===== src/rtl/rx_comma_align_ctrl.sv =====
// Word-alignment and link-sync controller: hunts for the comma, issues bit slips,
// declares lock after a comma run, forwards comma-stripped payload and watches comma spacing.
module rx_comma_align_ctrl #(
  parameter logic [7:0] COMMA       = 8'hBC,
  parameter int         LOCK_COMMAS = 4,
  parameter int         SEARCH_WIN  = 16,
  parameter int         SETTLE_CYC  = 2,
  parameter int         MAX_GAP     = 32
) (
  input  logic       i_clk,
  input  logic       i_reset_L,
  input  logic [7:0] i_data_in,
  input  logic       i_data_in_en,
  output logic       o_bitslip,
  output logic       o_sync_ok,
  output logic [7:0] o_data_out,
  output logic       o_valid_out,
  output logic [2:0] o_slip_count,
  output logic       o_comma_err
);

  localparam int WIN_W = $clog2(SEARCH_WIN + 1);
  localparam int CNT_W = $clog2(LOCK_COMMAS + 1);
  localparam int GAP_W = $clog2(MAX_GAP + 1);
  localparam int SET_W = $clog2(SETTLE_CYC + 1);

  localparam logic [WIN_W-1:0] WIN_LAST    = WIN_W'(SEARCH_WIN - 1);
  localparam logic [CNT_W-1:0] LOCK_LAST   = CNT_W'(LOCK_COMMAS - 1);
  localparam logic [GAP_W-1:0] GAP_LAST    = GAP_W'(MAX_GAP - 1);
  localparam logic [SET_W-1:0] SETTLE_LAST = SET_W'(SETTLE_CYC - 1);

  typedef enum logic [2:0] {
    S_IDLE   = 3'd0,
    S_HUNT   = 3'd1,
    S_SETTLE = 3'd2,
    S_VERIFY = 3'd3,
    S_LOCKED = 3'd4
  } state_t;

  state_t           r_state;
  state_t           w_state_next;
  logic [WIN_W-1:0] r_win_cnt,    w_win_next;
  logic [CNT_W-1:0] r_comma_cnt,  w_comma_next;
  logic [GAP_W-1:0] r_gap_cnt,    w_gap_next;
  logic [SET_W-1:0] r_settle_cnt, w_settle_next;

  logic       r_bitslip,    w_bitslip_next;
  logic       r_sync_ok,    w_sync_next;
  logic [7:0] r_data_out;
  logic       r_valid_out,  w_valid_next;
  logic [2:0] r_slip_count;
  logic       r_comma_err,  w_comma_err_next;

  logic w_is_comma;
  logic w_en_comma;
  logic w_en_data;
  logic w_win_full;
  logic w_gap_full;

  assign w_is_comma = (i_data_in == COMMA);
  assign w_en_comma = i_data_in_en && w_is_comma;
  assign w_en_data  = i_data_in_en && !w_is_comma;
  assign w_win_full = (r_win_cnt == WIN_LAST);
  assign w_gap_full = (r_gap_cnt == GAP_LAST);

  // State register
  always_ff @(posedge i_clk or negedge i_reset_L) begin
    if (!i_reset_L) begin
      r_state <= S_IDLE;
    end else begin
      r_state <= w_state_next;
    end
  end

  // Next-state and counter update logic
  always_comb begin
    w_state_next  = r_state;
    w_win_next    = r_win_cnt;
    w_comma_next  = r_comma_cnt;
    w_gap_next    = r_gap_cnt;
    w_settle_next = r_settle_cnt;
    case (r_state)
      S_IDLE: begin
        w_state_next = S_HUNT;
        w_win_next   = '0;
      end
      S_HUNT: begin
        if (w_en_comma) begin
          w_state_next = S_VERIFY;
          w_comma_next = CNT_W'(1);
        end else if (w_en_data) begin
          if (w_win_full) begin
            w_state_next  = S_SETTLE;
            w_win_next    = '0;
            w_settle_next = '0;
          end else begin
            w_win_next = r_win_cnt + WIN_W'(1);
          end
        end
      end
      S_SETTLE: begin
        // Deserializer output is unstable right after a slip; counts raw clocks.
        if (r_settle_cnt == SETTLE_LAST) begin
          w_state_next  = S_HUNT;
          w_win_next    = '0;
          w_settle_next = '0;
        end else begin
          w_settle_next = r_settle_cnt + SET_W'(1);
        end
      end
      S_VERIFY: begin
        if (w_en_comma) begin
          if (r_comma_cnt == LOCK_LAST) begin
            w_state_next = S_LOCKED;
            w_gap_next   = '0;
          end
          w_comma_next = r_comma_cnt + CNT_W'(1);
        end else if (w_en_data) begin
          w_state_next = S_HUNT;
          w_win_next   = WIN_W'(1);
        end
      end
      S_LOCKED: begin
        if (w_en_comma) begin
          w_gap_next = '0;
        end else if (w_en_data) begin
          if (w_gap_full) begin
            w_state_next = S_HUNT;
            w_win_next   = '0;
            w_gap_next   = '0;
          end else begin
            w_gap_next = r_gap_cnt + GAP_W'(1);
          end
        end
      end
      default: begin
        w_state_next = S_IDLE;
      end
    endcase
  end

  // Output decode: next values of the registered outputs
  always_comb begin
    w_bitslip_next   = 1'b0;
    w_valid_next     = 1'b0;
    w_comma_err_next = 1'b0;
    case (r_state)
      S_HUNT: begin
        w_bitslip_next = w_en_data && w_win_full;
      end
      S_LOCKED: begin
        w_comma_err_next = w_en_data && w_gap_full;
        w_valid_next     = w_en_data && !w_gap_full;
      end
      default: begin
        w_bitslip_next = 1'b0;
      end
    endcase
    w_sync_next = (w_state_next == S_LOCKED);
  end

  always_ff @(posedge i_clk or negedge i_reset_L) begin
    if (!i_reset_L) begin
      r_win_cnt    <= '0;
      r_comma_cnt  <= '0;
      r_gap_cnt    <= '0;
      r_settle_cnt <= '0;
      r_bitslip    <= 1'b0;
      r_sync_ok    <= 1'b0;
      r_data_out   <= 8'h00;
      r_valid_out  <= 1'b0;
      r_slip_count <= 3'd0;
      r_comma_err  <= 1'b0;
    end else begin
      r_win_cnt    <= w_win_next;
      r_comma_cnt  <= w_comma_next;
      r_gap_cnt    <= w_gap_next;
      r_settle_cnt <= w_settle_next;
      r_bitslip    <= w_bitslip_next;
      r_sync_ok    <= w_sync_next;
      r_valid_out  <= w_valid_next;
      r_comma_err  <= w_comma_err_next;
      if (w_bitslip_next) begin
        r_slip_count <= r_slip_count + 3'd1;
      end
      if (i_data_in_en) begin
        r_data_out <= i_data_in;
      end
    end
  end

  assign o_bitslip    = r_bitslip;
  assign o_sync_ok    = r_sync_ok;
  assign o_data_out   = r_data_out;
  assign o_valid_out  = r_valid_out;
  assign o_slip_count = r_slip_count;
  assign o_comma_err  = r_comma_err;

endmodule


===== config.mk =====
export PLATFORM = sky130hd
export DESIGN_NAME = rx_comma_align_ctrl
export DESIGN_NICKNAME = d
export VERILOG_FILES = /design/src/rtl/rx_comma_align_ctrl.sv
export SDC_FILE = /design/constraint.sdc
export NUM_CORES = 1
export LEC_CHECK = 0
export ABC_AREA = 1
export CORE_ASPECT_RATIO = 1.4
export CORE_MARGIN = 2
export CORE_UTILIZATION = 58
export CTS_CLUSTER_SIZE = 20
export DETAILED_ROUTE_END_ITERATION = 8
export HOLD_SLACK_MARGIN = 0.15
export PLACE_DENSITY = 0.95
export SYNTH_ARGS = -nofsm -noshare
export SYNTH_HDL_FRONTEND = slang
export SYNTH_SLANG_ARGS = --single-unit

===== constraint.sdc =====
create_clock -name i_clk -period 3.2 [get_ports i_clk]
set_clock_uncertainty 0.15 [all_clocks]
set_input_delay 0.64 -clock i_clk [delete_from_list [all_inputs] [get_ports i_clk]]
set_output_delay 0.64 -clock i_clk [all_outputs]
set_load 0.1 [all_outputs]

==> results.txt <==
Post-Synthesis Cells - 219
largest net degree at the start of global routing - 35
clock slew at reported path FFs - 0.06 ns
clock buffer depth - 2
worst skew pair latency - 0.29 ns
Hold Fails Final Rpt - 0
synth-to-layout area growth - 18.6%
H-tree levels - 2
Core Region - 0.00303 mm²
Int Pwr - 0.786 mW
Comb pwr share - 36.2%
Netlist cell types - 31
FF-to-FF End - r_win_cnt[0]
RSZ-0062 raised after global routing - false
worst path required time - 3.22 ns
layout cell share with drive strength beyond 1 - 18.0%
reg2reg setup slack - 1.52 ns
worst-margin pin slew - 0.424 ns
CTS Hold Bufs - 0
worst hold path depth - 2
Final Setup Violations - 0
CTS tree - yes
Switch Pwr - 0.500 mW
post-CTS sizing - 0
count leader, synth - nand2_1
Setup crit end kind - register
initial antenna violation count - 0
Synth Flop Type - dfrtp_1
FFs w/ async S/R, synth - 100%
Worst VDD drop - 0.000446 V
yosys warns - 0
GRT overflow - 0
max cap viols - 0
total CTS buffers - 5
ant diodes - 0
Net Sw Frac - 38.9%
Post-synth EDFFs - 0
first-pass GRT wire length - 6.38 mm
leak pwr - 1.16 nW
Global Route Usage Sum - 23.9%
Initial Utilization - 59.5%
crit path kind - in2reg
share of the synthesized area in the top cell type - 47.1%
outcome - finished, final reports clean
CTS Sinks - 34
antenna-violating nets left - 0
Hold Path End - o_data_out[3]
Slew headroom - 71.8%
Max FO, Critical Path - 13
Pwr per Cell Area - 600 mW/mm²
number of setup buffers added after CTS - 0
DRC errors left - 0
Flop pwr share - 41.1%
Hold Crit Start - o_data_out[3]
Arr. time, crit path - 2.22 ns
Die H - 70.0 µm
GPL Wtd Cong - 0.785
Syn Std Cell Area - 0.00181 mm²
die width - 51.2 µm
Placed Instances - 282
Layout Cells excl Fill - 289
Avg Inst Size Synth - 8.24 µm²
CP peak stage delay - 0.66 ns
most used cell, CP - inv_1
most common library cells after synthesis - 66 x nand2_1, 34 x dfrtp_1, 23 x inv_1
number of global-route vias before repair - 1561
port buffer count - 25
Fmax - 455 MHz
Tmin final - 2.20 ns
HPWL after DPL - 2.64 mm
Core Util, Final - 70.6%
min-delay worst type - reg2reg
iteration-0 DRC count of the detailed router - 30
final WL - 3.55 mm
r2r worst-path depth - 8
clock network fraction of design power - 22.7%
root buf cell - clkbuf_8
Die Footprint - 0.00358 mm²
cells along the critical path - clkdlybuf4s50_1 > inv_1 > nor2_1 > inv_1 > nor2_1 > inv_1 > nand2_1 > o21ai_0
vias per std cell - 5.12
Reg2Reg Launch Point - r_gap_cnt[0]
Setup crit start kind - input pin
Net Count, Synth - 235
Top Ports - 26
WL per Instance - 12.3 µm
Vias - 1480
ranking of synthesized cells by area - dfrtp_1 47%, nand2_1 14%, inv_1 4.8%
slowest cell on the critical path - clkdlybuf4s50_1
# rows - 24
sequential fraction of the synthesis area - 47.1%
number of synthesized register bits - 34
first drt pass iteration count - 4
final worst path period share - 68.7%
fin. max-slew vios - 0
largest area contributor in the netlist - dfrtp_1
Layout Nets - 266
Fin Setup TNS - 0 ns
-- area by class of cell --
cell class                      instances  area, µm²
Sequential cell                        34        851
Fill cell                             263        891
Tap cell                               39       48.8
Inverter                               30        116
Multi-Input combinational cell        153        830
Clock buffer                            7       76.3
Timing Repair Buffer                   26        220
-- how the worst max path moves through the flow --
stage	from	endpoint	cells past startpoint
after global routing	i_data_in_en	r_comma_cnt[0]	8
after detailed placement	i_data_in_en	r_comma_cnt[0]	8
final	i_data_in_en	r_comma_cnt[0]	8
after global placement	i_data_in_en	r_gap_cnt[0]	8
after CTS	i_data_in_en	r_comma_cnt[0]	8
after floorplan	o_slip_count[0]	o_slip_count[0]	0
-- per-stage QoR --
stage	power, mW	instance area, µm²	worst slack, ns	hold slack [ns]
final	1.29	2140	1.00	0.323
after detailed placement	1.00	2070	0.720	0.311
after global placement	0.992	2070	0.807	0.312
after global routing	1.37	2140	0.758	0.359
after CTS	1.30	2140	1.01	0.327
after floorplan	0.900	1810	1.48	0.194
-- cells in the final DEF (no fill, tap or decap), types with 2 or more instances in the layout --
cell type	count
nand2_1	66
dfrtp_1	34
inv_1	23
nor2_1	16
buf_4	16
nand3_1	13
o21ai_0	10
clkdlybuf4s50_1	10
o21ai_1	6
inv_2	5
nand2_2	5
o21bai_1	5
ha_1	5
clkbuf_8	5
nor2_4	3
nand4_1	3
xor2_1	3
xnor2_1	3
nand2_4	2
nor3_2	2
nand3_2	2
clkbuf_1	2
-- power groups by stage --
stage / sequential (mW) / clock, mW / combinational (mW)
after CTS: 0.530 / 0.301 / 0.469
after global placement: 0.534 / 0 / 0.457
after detailed placement: 0.538 / 0 / 0.465
final: 0.528 / 0.292 / 0.466
after floorplan: 0.648 / 0 / 0.252
after global routing: 0.538 / 0.314 / 0.522
-- flip-flops by register name, indices dropped and copies added (netlist names) --
register / cells
o_valid_out: 1
r_comma_cnt: 3
r_state: 3
o_bitslip: 1
r_settle_cnt: 2
r_win_cnt: 5
o_sync_ok: 1
o_slip_count: 3
r_gap_cnt: 6
o_comma_err: 1
o_data_out: 8
-- metal layers --
metal  up-vias  global-route usage [%]  part of all wire [%]  wire length, µm
li1        749                       -                     -                -
met5         -                       0                     0                0
met4         0                    13.2                   3.3              118
met2        33                    42.9                    54             1920
met3        14                    5.13                   3.9              138
met1       684                    24.9                    39             1370
-- cells by family (layout without fill, tap and decap cells) --
| group | Yosys count | in the layout | share of synthesized area (%) |
|---|---|---|---|
| AOI/OAI and AO/OA | 24 | 24 | 7.76 |
| xor gates and xnor gates | 6 | 6 | 2.91 |
| adders and majority gates | 5 | 5 | 3.47 |
| buffers and inverters | 32 | 63 | 6.93 |
| DFF | 34 | 34 | 47.1 |
| and+or+nand+nor | 118 | 118 | 31.8 |
-- worst max-delay path, delay by kind of cell --
family                 cells  cell delay, ns
AND/OR/NAND/NOR            3            0.39
buffers and inverters      4            1.11
AO/OA/AOI/OAI              1            0.08
No activity file was read; power rests on OpenSTA's default activity.
